==> config.mk <==
export PLATFORM = sky130hd
export DESIGN_NAME = note_scroller
export DESIGN_NICKNAME = d
export VERILOG_FILES = /design/src/rtl/note_pkg.sv /design/src/rtl/note_tick_gen.sv /design/src/rtl/note_scroller.sv
export SDC_FILE = /design/constraint.sdc
export NUM_CORES = 1
export LEC_CHECK = 0
export ABC_CLOCK_PERIOD_IN_PS = 2500
export BUFFER_PORTS_ARGS = -buffer_cell sky130_fd_sc_hd__buf_4
export CAP_MARGIN = 20
export CORE_MARGIN = 2
export CORE_UTILIZATION = 42
export CTS_CLUSTER_DIAMETER = 40
export DETAILED_ROUTE_END_ITERATION = 16
export GPL_TIMING_DRIVEN = 0
export PLACE_DENSITY = 0.65
export SLEW_MARGIN = 20
export SYNTH_ARGS = -nofsm -noshare
export SYNTH_HDL_FRONTEND = slang
export SYNTH_SLANG_ARGS = --single-unit
==> constraint.sdc <==
create_clock -name clk -period 2.5 [get_ports clk]
set_input_delay 0.5 -clock clk [delete_from_list [all_inputs] [get_ports clk]]
set_output_delay 0.5 -clock clk [all_outputs]
set_load 0.01 [all_outputs]
==> src/rtl/note_pkg.sv <==
// Shared constants and types for the chart-driven note-field producer.
package note_pkg;

  localparam int unsigned LANES   = 4;
  localparam int unsigned ROW_W   = 4;
  localparam int unsigned END_BIT = 4;
  localparam int unsigned ROM_W   = END_BIT + 1;
  localparam int unsigned UNDER_W = 8;

  typedef enum logic [2:0] {
    ST_IDLE  = 3'd0,
    ST_PRIME = 3'd1,
    ST_RUN   = 3'd2,
    ST_DRAIN = 3'd3,
    ST_DONE  = 3'd4
  } state_t;

  typedef struct packed {
    logic             end_mark;
    logic [ROW_W-1:0] lanes;
  } chart_row_t;

endpackage

==> src/rtl/note_tick_gen.sv <==
// Scroll-tick divider: counts enabled, unpaused cycles and flags the last one.
module note_tick_gen #(
  parameter int unsigned TICK_DIV = 1_000_000
) (
  input  logic clk,
  input  logic rst,
  input  logic en,
  input  logic pause,
  input  logic clr,
  output logic tick
);

  localparam int unsigned CNT_W = (TICK_DIV > 1) ? $clog2(TICK_DIV) : 1;
  localparam logic [CNT_W-1:0] CNT_MAX = CNT_W'(TICK_DIV - 1);

  logic [CNT_W-1:0] cnt;

  // Tick is the final count of a period; the counter wraps on the same edge.
  assign tick = en && !pause && (cnt == CNT_MAX);

  always_ff @(posedge clk) begin
    if (rst || clr) begin
      cnt <= '0;
    end else if (en && !pause) begin
      cnt <= tick ? '0 : cnt + CNT_W'(1);
    end
  end

endmodule

==> src/rtl/note_scroller.sv <==
// Fetches chart rows into a one-entry buffer and scrolls them down the note field.
module note_scroller
  import note_pkg::*;
#(
  parameter int unsigned ROWS     = 8,
  parameter int unsigned TICK_DIV = 1_000_000,
  parameter int unsigned ADDR_W   = 10
) (
  input  logic                  clk,
  input  logic                  rst,
  input  logic                  start,
  input  logic                  pause,
  output logic [ADDR_W-1:0]     rom_addr,
  output logic                  rom_rd,
  input  logic [ROM_W-1:0]      rom_data,
  input  logic                  rom_valid,
  output logic [LANES*ROWS-1:0] field,
  output logic [ROW_W-1:0]      bottom_row,
  output logic                  game_active,
  output logic                  song_done,
  output logic [UNDER_W-1:0]    underrun_cnt
);

  localparam int unsigned FIELD_W = LANES * ROWS;
  localparam int unsigned DRAIN_W = $clog2(ROWS);

  state_t               state, state_nxt;
  logic [FIELD_W-1:0]   field_nxt;
  logic [ADDR_W-1:0]    addr_nxt;
  logic                 rd_nxt;
  logic                 active_nxt;
  logic                 done_nxt;
  logic [UNDER_W-1:0]   under_nxt;
  chart_row_t           buf_row, buf_nxt;
  logic                 buf_full, buf_full_nxt;
  logic                 rd_pend, pend_nxt;
  logic [DRAIN_W-1:0]   drain_cnt, drain_nxt;
  chart_row_t           rom_row;
  logic                 valid_ok;
  logic                 tick;
  logic                 tick_en;
  logic                 tick_clr;
  logic                 do_shift;
  logic [ROW_W-1:0]     row_in;

  assign rom_row    = '{end_mark: rom_data[END_BIT], lanes: rom_data[ROW_W-1:0]};
  assign valid_ok   = rom_valid && rd_pend;
  assign tick_en    = (state == ST_RUN) || (state == ST_DRAIN);
  assign bottom_row = field[FIELD_W-1 -: ROW_W];

  note_tick_gen #(
    .TICK_DIV (TICK_DIV)
  ) u_tick (
    .clk   (clk),
    .rst   (rst),
    .en    (tick_en),
    .pause (pause),
    .clr   (tick_clr),
    .tick  (tick)
  );

  // Next-state and next-output logic.
  always_comb begin
    state_nxt    = state;
    field_nxt    = field;
    addr_nxt     = rom_addr;
    rd_nxt       = 1'b0;
    done_nxt     = 1'b0;
    under_nxt    = underrun_cnt;
    buf_nxt      = buf_row;
    buf_full_nxt = buf_full;
    pend_nxt     = rd_pend && !valid_ok;
    drain_nxt    = drain_cnt;
    tick_clr     = 1'b0;
    do_shift     = 1'b0;
    row_in       = '0;

    case (state)
      ST_IDLE: begin
        if (start) begin
          field_nxt    = '0;
          addr_nxt     = '0;
          rd_nxt       = 1'b1;
          buf_full_nxt = 1'b0;
          state_nxt    = ST_PRIME;
        end
      end
      ST_PRIME: begin
        if (valid_ok) begin
          buf_nxt      = rom_row;
          buf_full_nxt = 1'b1;
          tick_clr     = 1'b1;
          state_nxt    = ST_RUN;
        end
      end
      ST_RUN: begin
        // The tick sees the buffer as it was; a same-cycle fetch lands afterwards.
        if (tick) begin
          do_shift = 1'b1;
          if (!buf_full) begin
            if (underrun_cnt != '1) begin
              under_nxt = underrun_cnt + UNDER_W'(1);
            end
          end else if (buf_row.end_mark) begin
            drain_nxt = DRAIN_W'(ROWS - 1);
            state_nxt = ST_DRAIN;
          end else begin
            row_in       = buf_row.lanes;
            buf_full_nxt = 1'b0;
            addr_nxt     = rom_addr + ADDR_W'(1);
            rd_nxt       = 1'b1;
          end
        end
        if (valid_ok) begin
          buf_nxt      = rom_row;
          buf_full_nxt = 1'b1;
        end
      end
      ST_DRAIN: begin
        if (tick) begin
          do_shift = 1'b1;
          if (drain_cnt == '0) begin
            state_nxt = ST_DONE;
            done_nxt  = 1'b1;
          end else begin
            drain_nxt = drain_cnt - DRAIN_W'(1);
          end
        end
      end
      ST_DONE: begin
        state_nxt = ST_IDLE;
      end
      default: begin
        state_nxt = ST_IDLE;
      end
    endcase

    if (do_shift) begin
      field_nxt = {field[FIELD_W-ROW_W-1:0], row_in};
    end
    if (rd_nxt) begin
      pend_nxt = 1'b1;
    end
    active_nxt = ((state_nxt == ST_RUN) || (state_nxt == ST_DRAIN)) && !pause;
  end

  // State and output registers.
  always_ff @(posedge clk) begin
    if (rst) begin
      state        <= ST_IDLE;
      field        <= '0;
      rom_addr     <= '0;
      rom_rd       <= 1'b0;
      game_active  <= 1'b0;
      song_done    <= 1'b0;
      underrun_cnt <= '0;
      buf_row      <= '0;
      buf_full     <= 1'b0;
      rd_pend      <= 1'b0;
      drain_cnt    <= '0;
    end else begin
      state        <= state_nxt;
      field        <= field_nxt;
      rom_addr     <= addr_nxt;
      rom_rd       <= rd_nxt;
      game_active  <= active_nxt;
      song_done    <= done_nxt;
      underrun_cnt <= under_nxt;
      buf_row      <= buf_nxt;
      buf_full     <= buf_full_nxt;
      rd_pend      <= pend_nxt;
      drain_cnt    <= drain_nxt;
    end
  end

endmodule
# After elaboration in Yosys (flattened, before gate mapping)
# Index checks and enable logic that the tools add are counted.
dict set report totals {
  in_bits 10
  ff_bits 86
  wordCells 107
}
dict set report op_classes {
  n_eq_ne 16
  add_sub_neg 4
  n_reduce_logical 26
  n_bitwise 3
  mux 45
}
# op n
set ops {}
lappend ops {{32-bit 2-to-1 mux} 3}
lappend ops {{10-bit 2-to-1 mux} 4}
lappend ops {{3-bit 2-to-1 mux} 12}
lappend ops {{20-bit by 1-bit adder with 20-bit output, second input constant} 1}
lappend ops {{20-bit equality test, second input constant} 1}
lappend ops {{20-bit 2-to-1 mux} 1}
lappend ops {{10-bit case mux with 2 select lines} 1}
lappend ops {{1-bit 2-to-1 mux} 16}
lappend ops {{4-bit 2-to-1 mux} 4}
lappend ops {{3-bit by 2-bit equality test with 1-bit output, second input constant} 4}
lappend ops {{2-bit inequality test, second input constant} 6}
lappend ops {{3-bit case mux with 4 select lines} 1}
lappend ops {{10-bit by 1-bit adder with 10-bit output, second input constant} 1}
lappend ops {{8-bit by 1-bit adder with 8-bit output, second input constant} 1}
lappend ops {{8-bit inequality test, second input constant} 1}
lappend ops {{4-bit AND reduction} 2}
lappend ops {{2-bit nonzero test} 4}
lappend ops {{3-bit zero test} 2}
lappend ops {{3-bit case mux with 2 select lines} 1}
lappend ops {{6-bit AND reduction} 1}
lappend ops {{1-bit logical AND} 5}
lappend ops {{5-bit AND reduction} 1}
lappend ops {{2-bit by 1-bit inequality test with 1-bit output, second input constant} 2}
lappend ops {{2-bit AND reduction} 2}
lappend ops {{other kinds (11)} 17}

# Depth between registers and ports, before layout
dict set report depth {
  depth_word 9
  mapped_depth 8
  ltp_nobuf 7
}

# Modules after synthesis
# From an unflattened synthesis, not the netlist that was laid out.
dict set report hier_totals {
  hier_cells 413
  area_unflattened_um2 3769.9
}
# mod area_per_inst_um2 instances seq_area_each_um2 cells_each
set modules_own_cells {}
lappend modules_own_cells {note_scroller 2708.8 1 1321.3 297}
lappend modules_own_cells {note_tick_gen 1061.0 1 400.4 116}

# Least setup slack after synthesis
# OpenSTA, ideal clock, no wires.
dict set report synth_timing {
  kind {reg-to-reg}
  startpoint {reg u_tick.cnt[6]}
  endpoint {reg underrun_cnt[7]}
  arrival_time_ns 2.234
  setup_time_ns 0.123
  stages_incl_launch_ff 6
  setup_slack_ns 0.143
  path_cell_list {dfxtp_1 -> or4_1 -> or4_4 -> or2_4 -> nor4_2 -> mux2_1}
}
dict set report synth_between {
  elab_chain_cells 3
}
# item line
set synth_lines {}
lappend synth_lines {{start, declared} note_tick_gen.sv:16} ;# logic [CNT_W-1:0] cnt;
lappend synth_lines {{start signal, assigned} note_tick_gen.sv:25} ;# cnt <= tick ? '0 : cnt + CNT_W'(1);
lappend synth_lines {{20-bit equality test} note_tick_gen.sv:19} ;# assign tick = en && !pause && (cnt == CNT_MAX);
lappend synth_lines {{1-bit logical AND} note_tick_gen.sv:19}
lappend synth_lines {{4-bit AND reduction (no source line)} -}
lappend synth_lines {{end signal, assigned} note_scroller.sv:168} ;# underrun_cnt <= under_nxt;
lappend synth_lines {{end, declared} note_scroller.sv:21} ;# output logic [UNDER_W-1:0] underrun_cnt
# Every way passes these cells.
# A chain may end at the register's enable or synchronous reset.

# Final worst setup path
dict set report layout_timing {
  startpoint {reg u_tick.cnt[7]}
  endpoint {reg field[21]}
}
dict set report layout_between {
  elab_chain_cells 6
  elab_cells_between_ends 8
  classes_between {1 x eq/ne; 3 x mux; 4 x reduce/logical}
}
# item line
set layout_lines {}
lappend layout_lines {{20-bit equality test *} note_tick_gen.sv:19}
lappend layout_lines {{1-bit logical AND *} note_tick_gen.sv:19}
lappend layout_lines {{1-bit 2-to-1 mux *} {note_scroller.sv:98, note_scroller.sv:120}}
lappend layout_lines {{1-bit 2-to-1 mux *} -}
lappend layout_lines {{2-bit nonzero test (no source line)} -}
lappend layout_lines {{2-bit AND reduction (no source line)} -}
lappend layout_lines {{end signal, assigned} note_scroller.sv:163} ;# field <= field_nxt;
lappend layout_lines {{end, declared} note_scroller.sv:17} ;# output logic [LANES*ROWS-1:0] field,
# Mark *: on every way between the ends. The rest lies on a longest branch, timed or not.

==> key figures <==
Floorplanning
  – Row count: 35
  – Core Region: 0.00911 sq mm
  – Overall die width: 100 microns
  – Ports: 67
  – Die area: 0.0100 sq mm
  – Initial Utilization: 42.5%
  – Chip Height: 100 microns

Critical path
  – Slowest cell delay on critical path: 0.56 ns
  – Crit path max fanout: 10
  – Critical R2R Capture: field[21]$_SDFFE_PP0P_
  – CP required: 2.80 ns
  – Endpoint class of the critical path: register
  – R2r setup slk: 0.18 ns
  – Worst r2r path cells: 7
  – CP Launch Type: register
  – CP Cell Sequence: or4b_1, or4_4, nor2_1, buf_4, buf_2, nand2_1, a21oi_1
  – Crit path max-delay family: simple AND/OR/NAND/NOR gates
  – Slowest CP cell: or4_4
  – Crit path buffers/inverters: 2
  – R2R Path Start: u_tick.cnt[7]$_SDFFE_PP0P_
  – WS Path Type: reg -> reg
  – WP data arrival: 2.61 ns

Layout
  – Most common cell after layout, fill and taps aside: dfxtp_1
  – Fraction of layout cells with a size suffix above 1: 21.8%
  – Diode count: 0
  – Final net count: 551
  – Area growth from synthesis to layout: 23.0%
  – Final core occ: 52.3%
  – Cell area after layout: 0.00476 sq mm
  – Most frequent cells in the layout: dfxtp_1, buf_4, nand2_1

Placed design
  – # port buffers: 66
  – GPL Wtd Cong: 0.885
  – DP HPWL: 6870 microns
  – Placed Area: 0.00450 sq mm

Timing
  – Final setup viols: 0
  – Slew Viols, Final: 0
  – Slew headroom: 42.9%
  – Min cycle time layout: 2.32 ns
  – Clock Skews: 0.0138 ns
  – Hold WS: 0.333 ns
  – FMAX: 0.432 GHz
  – Final hold violations: 0
  – RSZ-0062 raised after global routing: no
  – Worst Tran Pin Value: 0.850 ns
  – Final cycle utilization of the critical path: 92.6%

Min path
  – Hold Path Depth: 2
  – Worst Hold Launch: pause
  – Hold Crit Class: in -> reg
  – Worst-case hold path end point: game_active$_SDFF_PP0_

GRT
  – GRT Resource Usage Total: 19.3%
  – First-pass GRT wire length: 15600 microns
  – Initial antenna violation count: 0
  – Pin count of the biggest net entering global routing: 18
  – GRT overflow: 0
  – Vias in the first global route: 3340

Routing
  – Residual DRC: 0
  – Vias: 3551
  – WL final: 9470 microns
  – Avg WL per Cell: 14.5 microns
  – First-pass iteration count of the detailed router: 4
  – Post-DRT Antenna Nets: 0
  – Initial drt markers: 136
  – Vias per inst: 5.45

Power and ir drop
  – Leakage Power: 1.78 nW
  – PD cells: 510 mW/mm^2
  – Maximum VDD drop: 0.000452 V
  – Post-layout power: 2.43 mW

Synth
  – Post-synth EDFFs: 0
  – Cell count after synthesis: 458
  – Syn Std Cell Area: 0.00387 sq mm
  – Fraction of the yosys area taken by sequential cells: 44.5%
  – Async SR Flop Fraction: 0%
  – Syn. warnings: 0
  – Mapped Avg Cell Area: 8.45 sq um
  – Synth cell types: 53
  – Synthesized flop and latch total: 86
  – Most used DFF post-synth: dfxtp_1
  – Syn nets: 473

Clock network
  – Sink Count: 86
  – Hold buffers post-CTS: 0
  – Clock Latency Late Sink: 0.37 ns
  – CTS tree: built
  – Clock Tree Buf Depth: 2
  – H-tree Lvls: 3
  – Clock-pin slew on the worst setup and hold paths: 0.10 ns
  – Root buf cell: clkbuf_8
  – Num CTS Buffers: 9

Flow run
  – Max_cap viols: 0

Outcome
  – Status: finished, final reports clean
-- timing repair --
item,4_1_cts,5_1_grt
hold endpoints to repair,0,0
setup buffers,0,1
pin swaps,0,3
gates resized for setup,5,12
endpoints found under the setup margin,16,22
-- cells in the mapped netlist, types with 2 or more instances --
master,instances,area (sq um)
dfxtp_1,86,1720
nand2_1,56,210
nand3_1,50,250
a21oi_1,43,215
nor2_1,42,158
clkbuf_1,20,75.1
xnor2_1,17,149
nand4_1,13,81.3
inv_1,9,33.8
mux2i_1,8,80.1
nor3_1,8,40.0
and3_1,7,43.8
o21ai_0,7,35.0
buf_4,5,37.5
ha_1,5,62.6
nor2b_1,5,31.3
a2111o_1,4,45.0
nand2b_1,4,25.0
o2111ai_1,4,35.0
xor2_1,4,35.0
a211oi_1,3,22.5
a31oi_1,3,18.8
and2_1,3,18.8
and4_1,3,26.3
buf_2,3,15.0
mux2_2,3,33.8
nand4b_1,3,26.3
nor4_1,3,18.8
o211ai_1,3,22.5
or2_2,3,18.8
or3_1,3,18.8
a2111oi_0,2,17.5
nor3b_1,2,15.0
nor4bb_1,2,20.0
o2111a_1,2,22.5
or4_1,2,15.0
or4b_1,2,20.0
-- cells by family (layout without fill, tap and decap cells) --
| logic type | after synthesis | after routing | share of synthesized area (%) |
|---|---|---|---|
| muxes | 12 | 12 | 3.23 |
| adders and majority gates | 5 | 5 | 1.62 |
| AOI/OAI and AO/OA | 74 | 74 | 11.9 |
| and+or+nand+nor | 222 | 222 | 29.8 |
| buffers and inverters | 38 | 121 | 4.27 |
| DFF | 86 | 86 | 44.5 |
| xor gates and xnor gates | 21 | 21 | 4.75 |
-- through the flow --
step	TNS [ns]	cells	worst slack, ns
detailed placement	-2.03	635	-0.191
finish	0	652	0.184
CTS	0	651	0.00961
global placement	-1.60	635	-0.137
floorplan	0	458	0.143
global route	0	652	0.0154
-- worst reg2reg max path: cells and delay by family (launching register included) --
kind	cells	cell delay (ns)
compound gates	1	0.16
buf+inv	2	0.45
flops	1	0.35
simple gates	4	1.30
-- registers in the layout, indices dropped and copies added, names as in the netlist --
name          flops
buf_full          1
buf_row           5
drain_cnt         3
field            32
game_active       1
rd_pend           1
rom_addr         10
rom_rd            1
song_done         1
state             3
u_tick.cnt       20
underrun_cnt      8
-- power by group --
group / internal (mW) / switching, mW / total, mW
combinational: 0.0363 / 0.0788 / 0.115
clock: 0.382 / 0.549 / 0.930
sequential: 1.38 / 0.00627 / 1.38
total: 1.79 / 0.634 / 2.43
-- final cells by class --
type                            count  area, sq um
Clock buffer                        9          124
Sequential cell                    86         1730
Inverter                            9         33.8
Tap cell                          111          139
Clock inverter                      7         61.3
Multi-Input combinational cell    334         2040
Timing Repair Buffer               67          503
Fill cell                         881         4350
Buffer                             29          134
-- worst max-delay path by stage --
stage	end	slack [ns]	cells past startpoint	start
global placement	rom_addr[4]$_SDFFE_PP0P_	-0.14	7	state[2]$_SDFF_PP0_
detailed placement	rom_addr[8]$_SDFFE_PP0P_	-0.19	7	state[2]$_SDFF_PP0_
floorplan	underrun_cnt[7]$_SDFFE_PP0P_	0.14	5	u_tick.cnt[6]$_SDFFE_PP0P_
CTS	underrun_cnt[7]$_SDFFE_PP0P_	0.01	5	u_tick.cnt[6]$_SDFFE_PP0P_
finish	field[21]$_SDFFE_PP0P_	0.18	7	u_tick.cnt[7]$_SDFFE_PP0P_
global route	field[9]$_SDFFE_PP0P_	0.02	7	u_tick.cnt[7]$_SDFFE_PP0P_
-- routing by layer --
layer  up-vias  track usage (%)  wire, microns
li1       1781                -              -
met1      1688             24.9           4500
met2        73             32.4           4490
met3         9             5.15            335
met4         0             4.95            148
met5         -                0              0
No activity file was read; power rests on OpenSTA's default activity.
